===== config.mk =====
export PLATFORM = sky130hd
export DESIGN_NAME = mem_port_arbiter
export DESIGN_NICKNAME = d
export VERILOG_FILES = /design/src/rtl/mem_port_arbiter.sv
export SDC_FILE = /design/constraint.sdc
export NUM_CORES = 1
export LEC_CHECK = 0
export CORE_MARGIN = 3
export CORE_UTILIZATION = 34
export DETAILED_ROUTE_END_ITERATION = 10
export GPL_TIMING_DRIVEN = 0
export PLACE_DENSITY = 0.81
export SETUP_SLACK_MARGIN = 0.02
export SLEW_MARGIN = 25
export SYNTH_ARGS = -nofsm -noshare
export SYNTH_HDL_FRONTEND = slang
export SYNTH_SLANG_ARGS = --single-unit

===== constraint.sdc =====
create_clock -name clk -period 1.9 [get_ports clk]
set_input_delay 0.38 -clock clk [delete_from_list [all_inputs] [get_ports clk]]
set_output_delay 0.38 -clock clk [all_outputs]
set_load 0.05 [all_outputs]

===== src/rtl/mem_port_arbiter.sv =====
// Shares one single-ported sync memory between IF and D; grant-to-rvalid latency MEM_LAT+1, one access in flight.
// Requesters hold req until gnt. ARB_RR_EN selects round-robin on ties; default is fixed D-over-IF priority.
module mem_port_arbiter #(
  parameter int ADDR_W  = 32,
  parameter int DATA_W  = 32,
  parameter int MEM_LAT = 2
) (
  input  logic              clk,
  input  logic              rst_n,
  input  logic              if_req,
  input  logic [ADDR_W-1:0] if_addr,
  output logic              if_gnt,
  output logic              if_rvalid,
  output logic [DATA_W-1:0] if_rdata,
  input  logic              d_req,
  input  logic [ADDR_W-1:0] d_addr,
  input  logic [3:0]        d_wmask,
  input  logic [DATA_W-1:0] d_wdata,
  output logic              d_gnt,
  output logic              d_rvalid,
  output logic [DATA_W-1:0] d_rdata,
  output logic              mem_en,
  output logic [ADDR_W-1:0] mem_addr,
  output logic [3:0]        mem_we,
  output logic [DATA_W-1:0] mem_wdata,
  input  logic [DATA_W-1:0] mem_rdata
);

  localparam int CNT_W = $clog2(MEM_LAT + 1);

  typedef enum logic [1:0] {IDLE, WAIT, RESP} state_t;
  typedef enum logic {OWN_IF = 1'b0, OWN_D = 1'b1} owner_t;

  state_t            state_q, state_d;
  logic [CNT_W-1:0]  cnt_q, cnt_d;
  owner_t            owner_q, owner_d;
  logic              is_wr_q, is_wr_d;
  logic              if_rvalid_q, if_rvalid_d;
  logic              d_rvalid_q, d_rvalid_d;
  logic [DATA_W-1:0] if_rdata_q, if_rdata_d;
  logic [DATA_W-1:0] d_rdata_q, d_rdata_d;
  logic              d_win;
`ifdef ARB_RR_EN
  owner_t            last_owner_q, last_owner_d;

  // On a tie, the side not granted last time goes first.
  assign d_win = d_req && (!if_req || (last_owner_q == OWN_IF));
`else
  assign d_win = d_req;
`endif

  always_comb begin
    state_d     = state_q;
    cnt_d       = cnt_q;
    owner_d     = owner_q;
    is_wr_d     = is_wr_q;
    if_rvalid_d = 1'b0;
    d_rvalid_d  = 1'b0;
    if_rdata_d  = if_rdata_q;
    d_rdata_d   = d_rdata_q;
    if_gnt      = 1'b0;
    d_gnt       = 1'b0;
    mem_en      = 1'b0;
    mem_addr    = '0;
    mem_we      = 4'b0000;
    mem_wdata   = '0;
`ifdef ARB_RR_EN
    last_owner_d = last_owner_q;
`endif
    case (state_q)
      IDLE, RESP: begin
        state_d = IDLE;
        // rst_n gating keeps the port quiet while reset is asserted.
        if (rst_n && (if_req || d_req)) begin
          mem_en  = 1'b1;
          state_d = WAIT;
          cnt_d   = CNT_W'(MEM_LAT - 1);
          if (d_win) begin
            d_gnt     = 1'b1;
            mem_addr  = d_addr;
            mem_we    = d_wmask;
            mem_wdata = d_wdata;
            owner_d   = OWN_D;
            is_wr_d   = (d_wmask != 4'b0000);
          end else begin
            if_gnt   = 1'b1;
            mem_addr = if_addr;
            owner_d  = OWN_IF;
            is_wr_d  = 1'b0;
          end
`ifdef ARB_RR_EN
          last_owner_d = owner_d;
`endif
        end
      end
      WAIT: begin
        if (cnt_q == '0) begin
          state_d = RESP;
          if (owner_q == OWN_D) begin
            d_rvalid_d = 1'b1;
            if (!is_wr_q) d_rdata_d = mem_rdata;
          end else begin
            if_rvalid_d = 1'b1;
            if_rdata_d  = mem_rdata;
          end
        end else begin
          cnt_d = cnt_q - 1'b1;
        end
      end
      default: state_d = IDLE;
    endcase
  end

  always_ff @(posedge clk or negedge rst_n) begin
    if (!rst_n) begin
      state_q     <= IDLE;
      cnt_q       <= '0;
      owner_q     <= OWN_IF;
      is_wr_q     <= 1'b0;
      if_rvalid_q <= 1'b0;
      d_rvalid_q  <= 1'b0;
      if_rdata_q  <= '0;
      d_rdata_q   <= '0;
`ifdef ARB_RR_EN
      last_owner_q <= OWN_IF;
`endif
    end else begin
      state_q     <= state_d;
      cnt_q       <= cnt_d;
      owner_q     <= owner_d;
      is_wr_q     <= is_wr_d;
      if_rvalid_q <= if_rvalid_d;
      d_rvalid_q  <= d_rvalid_d;
      if_rdata_q  <= if_rdata_d;
      d_rdata_q   <= d_rdata_d;
`ifdef ARB_RR_EN
      last_owner_q <= last_owner_d;
`endif
    end
  end

  assign if_rvalid = if_rvalid_q;
  assign d_rvalid  = d_rvalid_q;
  assign if_rdata  = if_rdata_q;
  assign d_rdata   = d_rdata_q;

endmodule


== After elaboration in Yosys (flattened, before gate mapping) ==
Index checks and enable logic that the tools add are counted.
Storage, ports and cells
  bits of input ports: 136
  register bits: 72
Cells by class
  mux-type cells: 30
  $add $sub $neg: 1
  reductions and logical operators: 11
  equal/unequal tests: 5
  bitwise operators: 2
Operators by type and width (number)
  $mux W32: 6
  $mux W1: 16
  $mux W4: 3
  $pmux W2 S2: 2
  $mux W2: 3
  $ne A2 B2 Y1 const B: 3
  $reduce_and A3 Y1: 2
  $logic_not A2 Y1: 2
  $reduce_and A4 Y1: 1
  $reduce_bool A4 Y1: 1
  $eq A2 B1 Y1 const B: 1
  $eq A2 B2 Y1 const B: 1
  $not A1 Y1: 2
  $reduce_and A2 Y1: 1
  $reduce_bool A2 Y1: 1
  $reduce_or A2 Y1: 1
  $sub A2 B1 Y2 const B: 1
  $logic_and A1 B1 Y1: 1
  $logic_or A1 B1 Y1: 1

== Longest topological paths before layout ==
  depth in word-level cells: 4
  gate-level depth with buffers: 6
  gate-level depth less buffers: 5

== Worst setup path before layout ==
OpenSTA, ideal clock, no wires.
  path type: input to output
  start: in rst_n
  end: out mem_addr[10]
  slack: -155 ps
  data required time: 1520 ps
  stages: 5
  data arrival time: 1675 ps
  cells stage by stage: nor2b_1 > and2_1 > buf_2 > buf_2 > a22o_1
Between the ends
  word-level cells in the longest chain between the ends: 3
Ends and longest elaborated chain
  from (decl): line 9  | input logic rst_n,
  $logic_and A1 B1 Y1: line 74  | if (rst_n && (if_req || d_req)) begin
  $mux W32: line 74
  $mux W32: line 70  | case (state_q)
  to (decl): line 23  | output logic [ADDR_W-1:0] mem_addr,
No other way between the ends.

== Worst setup path after layout ==
  start: reg state_q[0]
  end: out mem_addr[30]
Between the ends
  word-level cells in the longest chain between the ends: 3
Ends and longest elaborated chain
  from (decl): line 34  | state_t state_q, state_d;
  from (signal assigned): line 128  | state_q <= state_d;
  $eq A2 B2 Y1 or $logic_not A2 Y1 (tied branches): line 70
  $reduce_or A2 Y1 (*): line 70
  $mux W32 (*): line 70
Every way passes the cells marked *; elsewhere a longest branch is shown, timed or not.

==> run summary <==
Timing
- -5.76 ns — final sum of negative setup slack
- 55 — number of setup violations in the final report
- 110% — share of the cycle needed by the critical path after routing
- 0.00546 ns — worst clock skew
- 51.8% — Slew headroom
- 0.477 GHz — Max Clock Freq
- 0.720 ns — Worst Max-Slew Pin Slew
- 2.10 ns — minimum clock period
- 0 — max-slew violation count
- 0 — final hold viol count
- true — unrepaired setup endpoints after global routing
- -0.197 ns — final setup margin

Route
- 13.5 mm — Total Wirelength
- 6.92 mm — detailed-routed wire length on met2
- 0 — # DRC
- 4.96 mm — M1 wire length
- 1.22 mm — Detail Route met3 WL
- 146 — initial detailed-routing violation count
- 3,317 — Via Count
- 4.88 — routed via count divided by cell count
- 19.9 um — routed wire length per instance
- 4 — number of search-and-repair iterations in the first detailed-routing pass
- met4 — top layer used by detailed routing
- 0 — ANT nets after route

Power
- 0.00108 V — peak supply drop
- 1570 nW/um^2 — Pwr per Cell Area
- 3.43 nW — standby leakage power

Outcome
- negative setup slack — violated checks
- finished with violations — outcome

Critical path
- 6 — maximum fanout along the worst path
- 0.42 ns — Critical Path Max Stage Delay
- 7 — number of cells on the worst reg-to-reg path
- dfrtp_1 — Slowest cell on crit path
- d_rdata[5] — FF-to-FF End
- flip-flop — kind of start point of the critical path
- buf_6 — most prevalent standard cell on the critical path
- 0.19 ns — register-to-register path setup slack
- primary output — Worst setup EP type
- state_q[0] — critical register-to-register path startpoint
- buffers and inverters — cell family with most CP delay
- 1.52 ns — worst endpoint required time
- 3 — number of buffers and inverters on the critical path
- nor2b_4 > and3b_1 > buf_6 > buf_6 > a22o_1 > buf_6 — list of cells traversed by the critical path
- reg2out — worst setup path category
- 1.72 ns — CP Data Arrival Time

Cells and area
- 1700 um^2 — total area of multi-input combinational cells
- clkdlybuf4s50_1, dfrtp_1, dlygate4sd2_1 — commonest non-fill, non-tap cells in the layout
- 7030 um^2 — post-route cell area
- 1800 um^2 — sequential cell area in the final layout
- clkdlybuf4s50_1 — most common cell after layout, fill and taps aside
- 95.2% — post-synthesis to final-layout area growth
- 0 — ANT cells
- 707 — Layout fillers
- 680 — final std cells w/o fill
- 37.3% — share of final-layout standard cells stronger than drive strength 1
- 679 — post-layout net count

Floorplanning
- 36 — total number of placement rows
- 109 um — die boundary height
- 273 — I/O pin total
- 11,900 um^2 — Die Footprint
- 35.9% — initial core utilization
- 109 um — die boundary width
- 10,000 um^2 — area of the core region

Synthesis
- dfrtp_1 — cell type with the largest total area after synthesis
- 3600 um^2 — Post-Synthesis Cell Area
- 25 — Synth cell types
- dfrtp_1, mux2_4, a22o_1, and3_1, buf_12 — synth top area cells
- 388 — Synth Net Count
- 251 — synthesized instance count
- 0 — warnings from Yosys
- 14.4 um^2 — Avg Cell Area, Syn
- 50.0% — post-synth top area share
- 72 — Synth Register Bits
- 50.0% — sequential cell area fraction in the yosys report

CTS
- 0.08 ns — clock-pin transition on the worst setup and hold timing paths
- 2 — worst-case clock buffer depth
- built — TritonCTS clock tree
- clkbuf_8 — Clk Tree Root Cell
- 72 — TritonCTS sink count
- 9 — CTS Buf Count
- 3 — Max H-tree Level
- 0.34 ns — source-to-sink clock delay at the later pin of the worst-skew pair

Hold path
- in2async — path type of the worst min-delay path

GRT
- 3,413 — number of global-route vias before repair
- 58 — pin count of the biggest net entering global routing
- 0 — total gr overflow
- 22.1% — combined global-route utilization of all metal layers
- 0 — number of antenna violations at the first check in global routing
- 19.7 mm — first-pass GRT wire length

Job
- 0 — maximum capacitance violations

Place
- 10.8 mm — final HPWL from detailed placement
- 0.923 — placer congestion estimate
- -1.02 ns — pre-CTS setup slack
- 657 — cell total after placement
- 6530 um^2 — post-detailed-placement cell area
- 272 — input/output buffers

[area by class of cell]
cell class	count	area share [%]
timing repair buffer	281	40.4
sequential	72	25.6
multi-input combinational	151	24.2
buffer	23	4.09
tap	133	2.37
clock buffer	9	1.76
clock inverter	7	1.35
inverter	4	0.214
[what timing repair did]
action,in CTS,in global routing
setup endpoints to repair,134,73
gates cloned,1,0
buffers inserted,3,3
hold buffers,1,0
gates resized for setup,572,60
endpoints found under the hold margin,15,0
pin swaps,5,10
[state kept, by name, summed over array words and instances, names as in the netlist]
signal and flops:
state_q 2, owner_q 1, if_rvalid 1, cnt_q 2
d_rdata 32, is_wr_q 1, d_rvalid 1, if_rdata 32
[kinds of logic (layout without fill, tap and decap cells)]
family / Yosys count / after routing / share of synthesized area, %
flops: 72 / 72 / 50.0
mux: 65 / 65 / 26.4
simple gates: 49 / 49 / 8.96
compound gates: 36 / 36 / 8.61
buf+inv: 28 / 324 / 5.63
fa+ha+maj: 1 / 1 / 0.347
[power breakdown]
| group | switching [mW] | total, mW | internal [mW] | leakage (nW) |
|---|---|---|---|---|
| Sequential | 0.415 | 2.70 | 2.28 | 0.879 |
| Combinational | 4.29 | 7.00 | 2.71 | 2.45 |
| Clock | 0.597 | 1.34 | 0.741 | 0.110 |
[Yosys cell counts (all sizes together)]
library cell and count:
or2 1, mux2 64, nand2b 1, a22o 33
inv 4, nand2 1, clkbuf 7, a21o 1
and2 2, a21oi 1, nor2b 2, or4 1
buf 17, dfrtp 72, ha 1, and3b 2
and4b 1, nor3b 1, and3 37, mux2i 1
o2bb2ai 1
[per-layer routing]
layer / vias up / track usage (%)
li1: 1507 / -
met1: 1604 / 25.2
met2: 180 / 38.6
met3: 26 / 6.63
met4: 0 / 8.93
met5: - / 0
[stage by stage]
stage               power, mW  util, %  hold slack [ns]
detailed placement       9.95     65.0            0.267
CTS                      11.0     68.1           0.0504
floorplan                7.47        -           0.0844
global route             11.5     70.0           0.0550
global placement         9.81     64.8            0.476
finish                   11.0     70.0           0.0397
[worst register-to-register path: cells and delay by family, from the launching register on]
family	cells	cell delay, ns
buffers and inverters	4	0.53
flip-flops	1	0.40
multiplexers	1	0.31
AND/OR/NAND/NOR	2	0.36
[worst max-delay path by stage]
| stage | start | cells past startpoint | slack, ns | end |
|---|---|---|---|---|
| 2_1_floorplan | rst_n | 5 | -0.02 | mem_addr[10] |
| 3_3_place_gp | rst_n | 7 | -3.62 | mem_addr[18] |
| 3_5_place_dp | rst_n | 7 | -1.02 | mem_addr[24] |
| 4_1_cts | state_q[0] | 6 | -0.19 | mem_addr[12] |
| 5_1_grt | state_q[0] | 6 | -0.28 | mem_addr[13] |
| 6_report | state_q[0] | 6 | -0.20 | mem_addr[30] |
(Power assumes the default switching activity.)
